$ cat src/rtl/watchdog_ms.sv
// Multi-stage windowed watchdog: prescaled down-counter, NUM_INTR interrupt stages, then timeout.
// Optional configuration lock is compiled in with `define WDT_LOCK_EN.
`timescale 1ns/1ps
module watchdog_ms #(
    parameter int WIDTH    = 32,
    parameter int PRE_W    = 8,
    parameter int NUM_INTR = 1,
    parameter int STG_W    = 2
) (
    input  logic             clk,
    input  logic             rst_,
    input  logic             enable,
    input  logic             feed,
    input  logic             update,
    input  logic [WIDTH-1:0] start_value,
    input  logic [WIDTH-1:0] window_value,
    input  logic [PRE_W-1:0] prescale,
    output logic             intr,
    output logic             timeout,
    output logic             early_fault,
    output logic [WIDTH-1:0] count_out,
    output logic [STG_W-1:0] stage_out
);

    typedef enum logic [1:0] {
        IDLE    = 2'd0,
        COUNT   = 2'd1,
        TIMEOUT = 2'd2
    } state_t;

    localparam logic [STG_W-1:0] STG_MAX = STG_W'(NUM_INTR);

    generate
        if (WIDTH < 4) begin : g_bad_width
            $error("watchdog_ms: WIDTH must be >= 4");
        end
        if (NUM_INTR >= (2 ** STG_W)) begin : g_bad_stage
            $error("watchdog_ms: NUM_INTR must be < 2**STG_W");
        end
    endgenerate

    state_t             state_q, state_d;
    logic [WIDTH-1:0]   count_q, count_d;
    logic [PRE_W-1:0]   pre_cnt_q, pre_cnt_d;
    logic [STG_W-1:0]   stage_q, stage_d;
    logic               intr_q, intr_d;
    logic               timeout_q, timeout_d;
    logic               early_q, early_d;
    logic               tick;

    // Effective configuration: live inputs, or frozen shadows once locked.
    logic               enable_eff;
    logic [WIDTH-1:0]   start_eff;
    logic [WIDTH-1:0]   window_eff;
    logic [PRE_W-1:0]   prescale_eff;

`ifdef WDT_LOCK_EN
    logic               lock_q;
    logic               lock_set;
    logic [WIDTH-1:0]   start_sh;
    logic [WIDTH-1:0]   window_sh;
    logic [PRE_W-1:0]   prescale_sh;

    assign lock_set = (state_q == IDLE) && enable && !lock_q;

    always_ff @(posedge clk or posedge rst_) begin
        if (rst_) begin
            lock_q <= 1'b0;
        end else if (lock_set) begin
            lock_q <= 1'b1;
        end
    end

    always_ff @(posedge clk) begin
        if (lock_set) begin
            start_sh    <= start_value;
            window_sh   <= window_value;
            prescale_sh <= prescale;
        end
    end

    assign enable_eff   = lock_q ? 1'b1        : enable;
    assign start_eff    = lock_q ? start_sh    : start_value;
    assign window_eff   = lock_q ? window_sh   : window_value;
    assign prescale_eff = lock_q ? prescale_sh : prescale;
`else
    assign enable_eff   = enable;
    assign start_eff    = start_value;
    assign window_eff   = window_value;
    assign prescale_eff = prescale;
`endif

    assign tick = (pre_cnt_q == prescale_eff);

    always_ff @(posedge clk or posedge rst_) begin
        if (rst_) begin
            state_q   <= IDLE;
            count_q   <= '1;
            pre_cnt_q <= '0;
            stage_q   <= '0;
            intr_q    <= 1'b0;
            timeout_q <= 1'b0;
            early_q   <= 1'b0;
        end else begin
            state_q   <= state_d;
            count_q   <= count_d;
            pre_cnt_q <= pre_cnt_d;
            stage_q   <= stage_d;
            intr_q    <= intr_d;
            timeout_q <= timeout_d;
            early_q   <= early_d;
        end
    end

    always_comb begin
        state_d   = state_q;
        count_d   = count_q;
        pre_cnt_d = pre_cnt_q;
        stage_d   = stage_q;
        intr_d    = intr_q;
        timeout_d = timeout_q;
        early_d   = early_q;

        case (state_q)
            IDLE: begin
                pre_cnt_d = '0;
                if (enable_eff) begin
                    count_d = start_eff;
                    state_d = COUNT;
                end
            end

            COUNT: begin
                pre_cnt_d = tick ? '0 : pre_cnt_q + 1'b1;
                if (!enable_eff) begin
                    state_d   = IDLE;
                    pre_cnt_d = '0;
                    stage_d   = '0;
                    intr_d    = 1'b0;
                    early_d   = 1'b0;
                end else if (feed) begin
                    // An all-ones window can never be exceeded, so it disables the check.
                    if (count_q > window_eff) begin
                        early_d   = 1'b1;
                        timeout_d = 1'b1;
                        state_d   = TIMEOUT;
                    end else begin
                        count_d   = start_eff;
                        pre_cnt_d = '0;
                        stage_d   = '0;
                        intr_d    = 1'b0;
                    end
                end else if (update) begin
                    count_d   = start_eff;
                    pre_cnt_d = '0;
                end else if (tick) begin
                    if (count_q != '0) begin
                        count_d = count_q - 1'b1;
                    end else if (stage_q < STG_MAX) begin
                        stage_d = stage_q + 1'b1;
                        intr_d  = 1'b1;
                        count_d = start_eff;
                    end else begin
                        timeout_d = 1'b1;
                        state_d   = TIMEOUT;
                    end
                end
            end

            TIMEOUT: begin
                pre_cnt_d = '0;
                if (!enable_eff) begin
                    state_d   = IDLE;
                    timeout_d = 1'b0;
                    intr_d    = 1'b0;
                    early_d   = 1'b0;
                    stage_d   = '0;
                end
            end

            default: begin
                state_d = IDLE;
            end
        endcase
    end

    assign intr        = intr_q;
    assign timeout     = timeout_q;
    assign early_fault = early_q;
    assign count_out   = count_q;
    assign stage_out   = stage_q;

endmodule

$ cat config.mk
export PLATFORM = sky130hd
export DESIGN_NAME = watchdog_ms
export DESIGN_NICKNAME = d
export VERILOG_FILES = /design/src/rtl/watchdog_ms.sv
export SDC_FILE = /design/constraint.sdc
export NUM_CORES = 1
export LEC_CHECK = 0
export BUFFER_PORTS_ARGS = -buffer_cell sky130_fd_sc_hd__buf_2
export CAP_MARGIN = 40
export CORE_MARGIN = 2
export CORE_UTILIZATION = 40
export DETAILED_ROUTE_END_ITERATION = 8
export GPL_TIMING_DRIVEN = 0
export PLACE_DENSITY = 0.65
export SLEW_MARGIN = 20
export SYNTH_ARGS = -nofsm -noshare
export SYNTH_HDL_FRONTEND = slang
export SYNTH_SLANG_ARGS = --single-unit
$ cat constraint.sdc
create_clock -name clk -period 4.1 [get_ports clk]
set_input_delay 0.41 -clock clk [delete_from_list [all_inputs] [get_ports clk]]
set_output_delay 0.41 -clock clk [all_outputs]
set_load 0.02 [all_outputs]
* After elaboration in Yosys (flattened, before gate mapping)
Cells that the tools add are included. Widths: inputs -> output; s select.
Storage, ports and cells: register bits after elaboration 47, word-level logic and storage cells 99, output and inout bits 37, input port bits 77
Operators by class: eq/ne operators 23, add/subtract/negate cells 3, order comparisons 2, multiplexer cells 53, reductions and logical operators 11
Operator list (number):
- $mux 32 | 8
- $pmux 32 s2 | 1
- $mux 8 | 5
- $gt 32x32->1 | 1
- $mux 2 | 16
- $ne 4x4->1 const B | 8
- $reduce_bool 32->1 | 1
- $sub 32x1->32 const B | 1
- $ne 3x3->1 const B | 8
- $mux 1 | 17
- $pmux 8 s2 | 1
- $reduce_and 7->1 | 2
- $add 8x1->8 const B | 1
- $eq 8x8->1 | 1
- $reduce_and 8->1 | 1
- $ne 2x2->1 const B | 3
- $pmux 1 s2 | 3
- $pmux 2 s3 | 1
- $reduce_and 6->1 | 1
- $reduce_bool 2->1 | 3
- $ne 5x5->1 const B | 1
- $pmux 2 s2 | 1
- $reduce_and 4->1 | 1
- $add 2x1->2 const B | 1
- 5 further kinds | 5

* Depth between registers and ports, before layout
depth after elaboration 8, mapped depth 12, mapped depth without buffers 10

* Worst setup path before layout
No wires, ideal clock.
path type flip-flop to flip-flop, from register count_q[9], in the netlist count_out[9], to register count_q[8], in the netlist count_out[8], arrival 2789 ps, clock period less this slack 2864 ps, path buffers 2, stages on the path, launching flop included 12, setup slack 1236 ps, cell sequence dfstp_2 -> ha_1 -> a21o_1 -> nand3_1 -> a21oi_1 -> or4b_1 -> a31o_2 -> o21a_1 -> buf_4 -> buf_6 -> nor3_1 -> a2bb2oi_1
Between the ends: word-level cells in the longest chain between the ends 7, elaborated cells on any way between the ends 11, those cells by class order compare (1); eq/ne (2); mux (6); reduce/logical (2)
Ends and longest elaborated chain:
- from (decl) | RTL line 43 | logic [WIDTH-1:0] count_q, count_d;
- from (signal assigned) | RTL line 106 | count_q <= count_d;
- parallel branches: the longest is 7 deep, another holds $gt 32x32->1
Parallel ways; which one is timed is not known. The select of a mux whose other input is x is not followed. A chain may end at the register's enable or synchronous reset.

* Worst setup path after layout
from register count_q[30], in the netlist count_out[30], to register count_q[7], in the netlist count_out[7]
Same word-level chain as after synthesis.

==> metrics.md <==
| Metric | Value |
|---|---|
| Status | completed |
| DR iter-0 viols | 254 |
| R2R Setup Slk | 490 ps |
| Peak VDD IR | around 0.28 mV |
| Die area | 10800 um2 |
| Setup-failing EPs final | 0 |
| Post-DP HPWL | 9.69 mm |
| Fin area | 4870 um2 |
| Syn nets | roughly 600 |
| Post-place instance area | 4760 um2 |
| Via count | ~4300 |
| Worst Tran Pin Value | 824 ps |
| Number of global-route vias before repair | 4130 |
| HP Class | input pin to asynchronous set/reset pin |
| Reg2reg end | count_out[7] |
| CTS tree | yes |
| Critical path arrival | 3840 ps |
| Max FO, Critical Path | 10 |
| #FFs+latches synth | 47 |
| Pre-CTS WS | 500 ps |
| Clock Latency Late Sink | 310 ps |
| Peak Freq | 0.277 GHz |
| # Post-CTS Setup Buffers | 0 |
| Layout area overhead | 21.9% |
| First-pass GRT wire length | ~20 mm |
| Slew Limit Fails | 0 |
| Net total in the final layout | 719 |
| Async SR Flop Fraction | 100% |
| Clock Tree Buf Depth | 2 |
| Syn_area_per_cell | 8.31 um2 |
| Syn Std Cell Area | 4000 um2 |
| # DRC | 0 |
| RSZ-0062 raised after global routing | false |
| H-tree levels | 2 |
| Die H | 104 um |
| Max-cap check violation count | 0 |
| Clock Skew | 4.29 ps |
| WL final | 12.5 mm |
| R2R depth | 10 |
| 1st-pass router iterations | 5 |
| Initial core utilization | 41.1% |
| Tot Pwr | slightly above 3 mW |
| Clk sink count | 47 |
| Post-route clock period utilization | 87.9% |
| Post-synth EDFFs | 0 |
| TritonCTS buffer count | 5 |
| Final Hold Fails | 0 |
| Die width | 104 um |
| Initial antenna violation count | 0 |
| R2R Path Start | count_out[30] |
| Post-synthesis sequential area ratio | approximately 30% |
| Post-route minimum period | 3610 ps |
| Antenna Cells | 0 |
| Most common flop cell mapped by yosys | dfstp_2 |
| Setup TNS | 0 ps |
| CP Capture Type | register |
| Startpoint Class | register |
| Core Area | 9730 um2 |
| Largest net degree at the start of global routing | 26 |
| Top Ports | 114 |
| Post-DR wirelength/cell | 17.0 um |
| Relative slew margins | between 40% and 50% |
| Final Instance Count excl. Fillers | between 700 and 800 |
| Clk pin slew, worst setup/hold paths | 90 ps |
| Routability cong. | 0.880 |
| Placed insts | 728 |
| Yosys warning count | 0 |
| Vias/cell | 5.85 |
| Num rows | 36 |
| Static Leakage | approximately 2.2 nW |
| Final ANT Viol Nets | 0 |
| Worst EP required | 4330 ps |
| Remaining global-route overflow | 0 |
| CP Class | register to register |
| Unique cell type count in the Yosys netlist | 59 |
| Root buffer cell | clkbuf_8 |
| Fin worst setup slack | 494 ps |
| I/O Buffers | 113 |
| P per Cell Area | 637 nW/um2 |
| Post-CTS Resized | 0 |
| Total track usage | 23.0% |
| Layout cell share with drive strength beyond 1 | a little under a third |
| Hold_buf cts | 0 |
| Cells after synthesis | 481 |
==> report_power, final <==
group,switching (mW),internal (mW)
logic,0.986,0.663
registers,0.316,0.772
clock network,0.170,0.198
total,1.47,1.63
==> cells by family after synthesis <==
group           count (synthesis)  synth area share [%]
buf+inv                        65                  7.07
simple gates                  159                  21.3
flops                          47                  30.4
fa+ha+maj                      40                  12.5
compound gates                157                  25.6
mux                             4                  1.10
xor+xnor                        9                  1.97
==> per-layer routing <==
metal	GRT usage, %	up-vias	routed length (um)	share of wire (%)
met1	32.1	2048	5660	45
met3	2.69	21	874	7.0
li1	-	2044	-	-
met2	37.8	192	5840	47
met5	0	-	0	0
met4	5.79	0	164	1.3
==> flip-flops by register name, indices dropped and copies added (netlist names) <==
signal	flops
count_out	32
early_fault	1
intr	1
pre_cnt_q	8
stage_out	2
state_q	2
timeout	1
==> cell usage after synthesis, drive strengths merged, types with 3 or more instances <==
master   instances  area (um2)
ha              40         500
o21ai           36         180
nand3           22         110
xnor2            8        70.1
or4              4        37.5
a31oi            9        56.3
buf             14        91.3
nand4           14        87.6
nor4            12        75.1
mux2             3        33.8
a21oi           38         190
and3             3        18.8
a2bb2oi         15         131
nand2           19        71.3
o21a             3        22.5
clkbuf           7        26.3
a211oi           7        52.6
and2             3        18.8
nor2            38         143
inv             44         165
nor3            24         120
a21o             3        22.5
a22o             4        35.0
dfstp           32         841
o31ai           14         110
o211ai           3        22.5
a22oi           10        75.1
dfrtp           15         375
nand2b           5        31.3
==> how the worst max path moves through the flow <==
stage	depth (start not counted)	from	slack, ps	endpoint
global placement	12	window_value[30]	580	count_out[7]
global route	10	count_out[30]	230	count_out[7]
CTS	10	count_out[30]	570	count_out[7]
floorplan	11	count_out[9]	1240	count_out[8]
finish	10	count_out[30]	490	count_out[7]
detailed placement	12	window_value[30]	500	count_out[7]
==> critical path: stages, from the launching register on <==
cell	delay, ps
dfstp_2	590
ha_1	190
nand4_1	160
nor4_1	720
a21boi_0	290
a21boi_0	210
a31o_2	280
o21a_1	200
nor2_1	410
buf_2	350
a2bb2oi_1	120
==> cell type report <==
| class | count | area [um2] |
|---|---|---|
| Timing Repair Buffer | 114 | 586 |
| Tap cell | 133 | 166 |
| Clock inverter | 2 | 35.0 |
| Multi-Input combinational cell | 369 | 2510 |
| Clock buffer | 6 | 82.6 |
| Fill cell | 980 | 4850 |
| Inverter | 44 | 165 |
| Sequential cell | 47 | 1220 |
| Buffer | 21 | 118 |
==> layout by cell type, fill, tap and decap left out, drive strengths merged, types with 3 or more instances in the layout <==
master | synthesis | final
a31oi | 9 | 9
nand4 | 14 | 14
buf | 14 | 128
dfrtp | 15 | 15
o21ai | 36 | 36
clkbuf | 7 | 13
a211oi | 7 | 7
or4 | 4 | 4
nand3 | 22 | 22
nor2 | 38 | 38
o21a | 3 | 3
and3 | 3 | 3
nor4 | 12 | 12
mux2 | 3 | 3
ha | 40 | 40
inv | 44 | 44
o211ai | 3 | 3
and2 | 3 | 3
a2bb2oi | 15 | 15
nand2 | 19 | 19
dfstp | 32 | 32
a22oi | 10 | 10
o31ai | 14 | 14
nand2b | 5 | 5
nor3 | 24 | 24
a22o | 4 | 4
a21oi | 38 | 38
a21o | 3 | 3
xnor2 | 8 | 8
==> per-stage QoR <==
stage          util, %  hold WS [ps]
2_1_floorplan        -           473
3_5_place_dp      48.9           472
4_1_cts           50.1           141
3_3_place_gp      48.6           461
5_1_grt           50.1           167
6_report          50.1           127
Power figures use the tool's default switching activity.
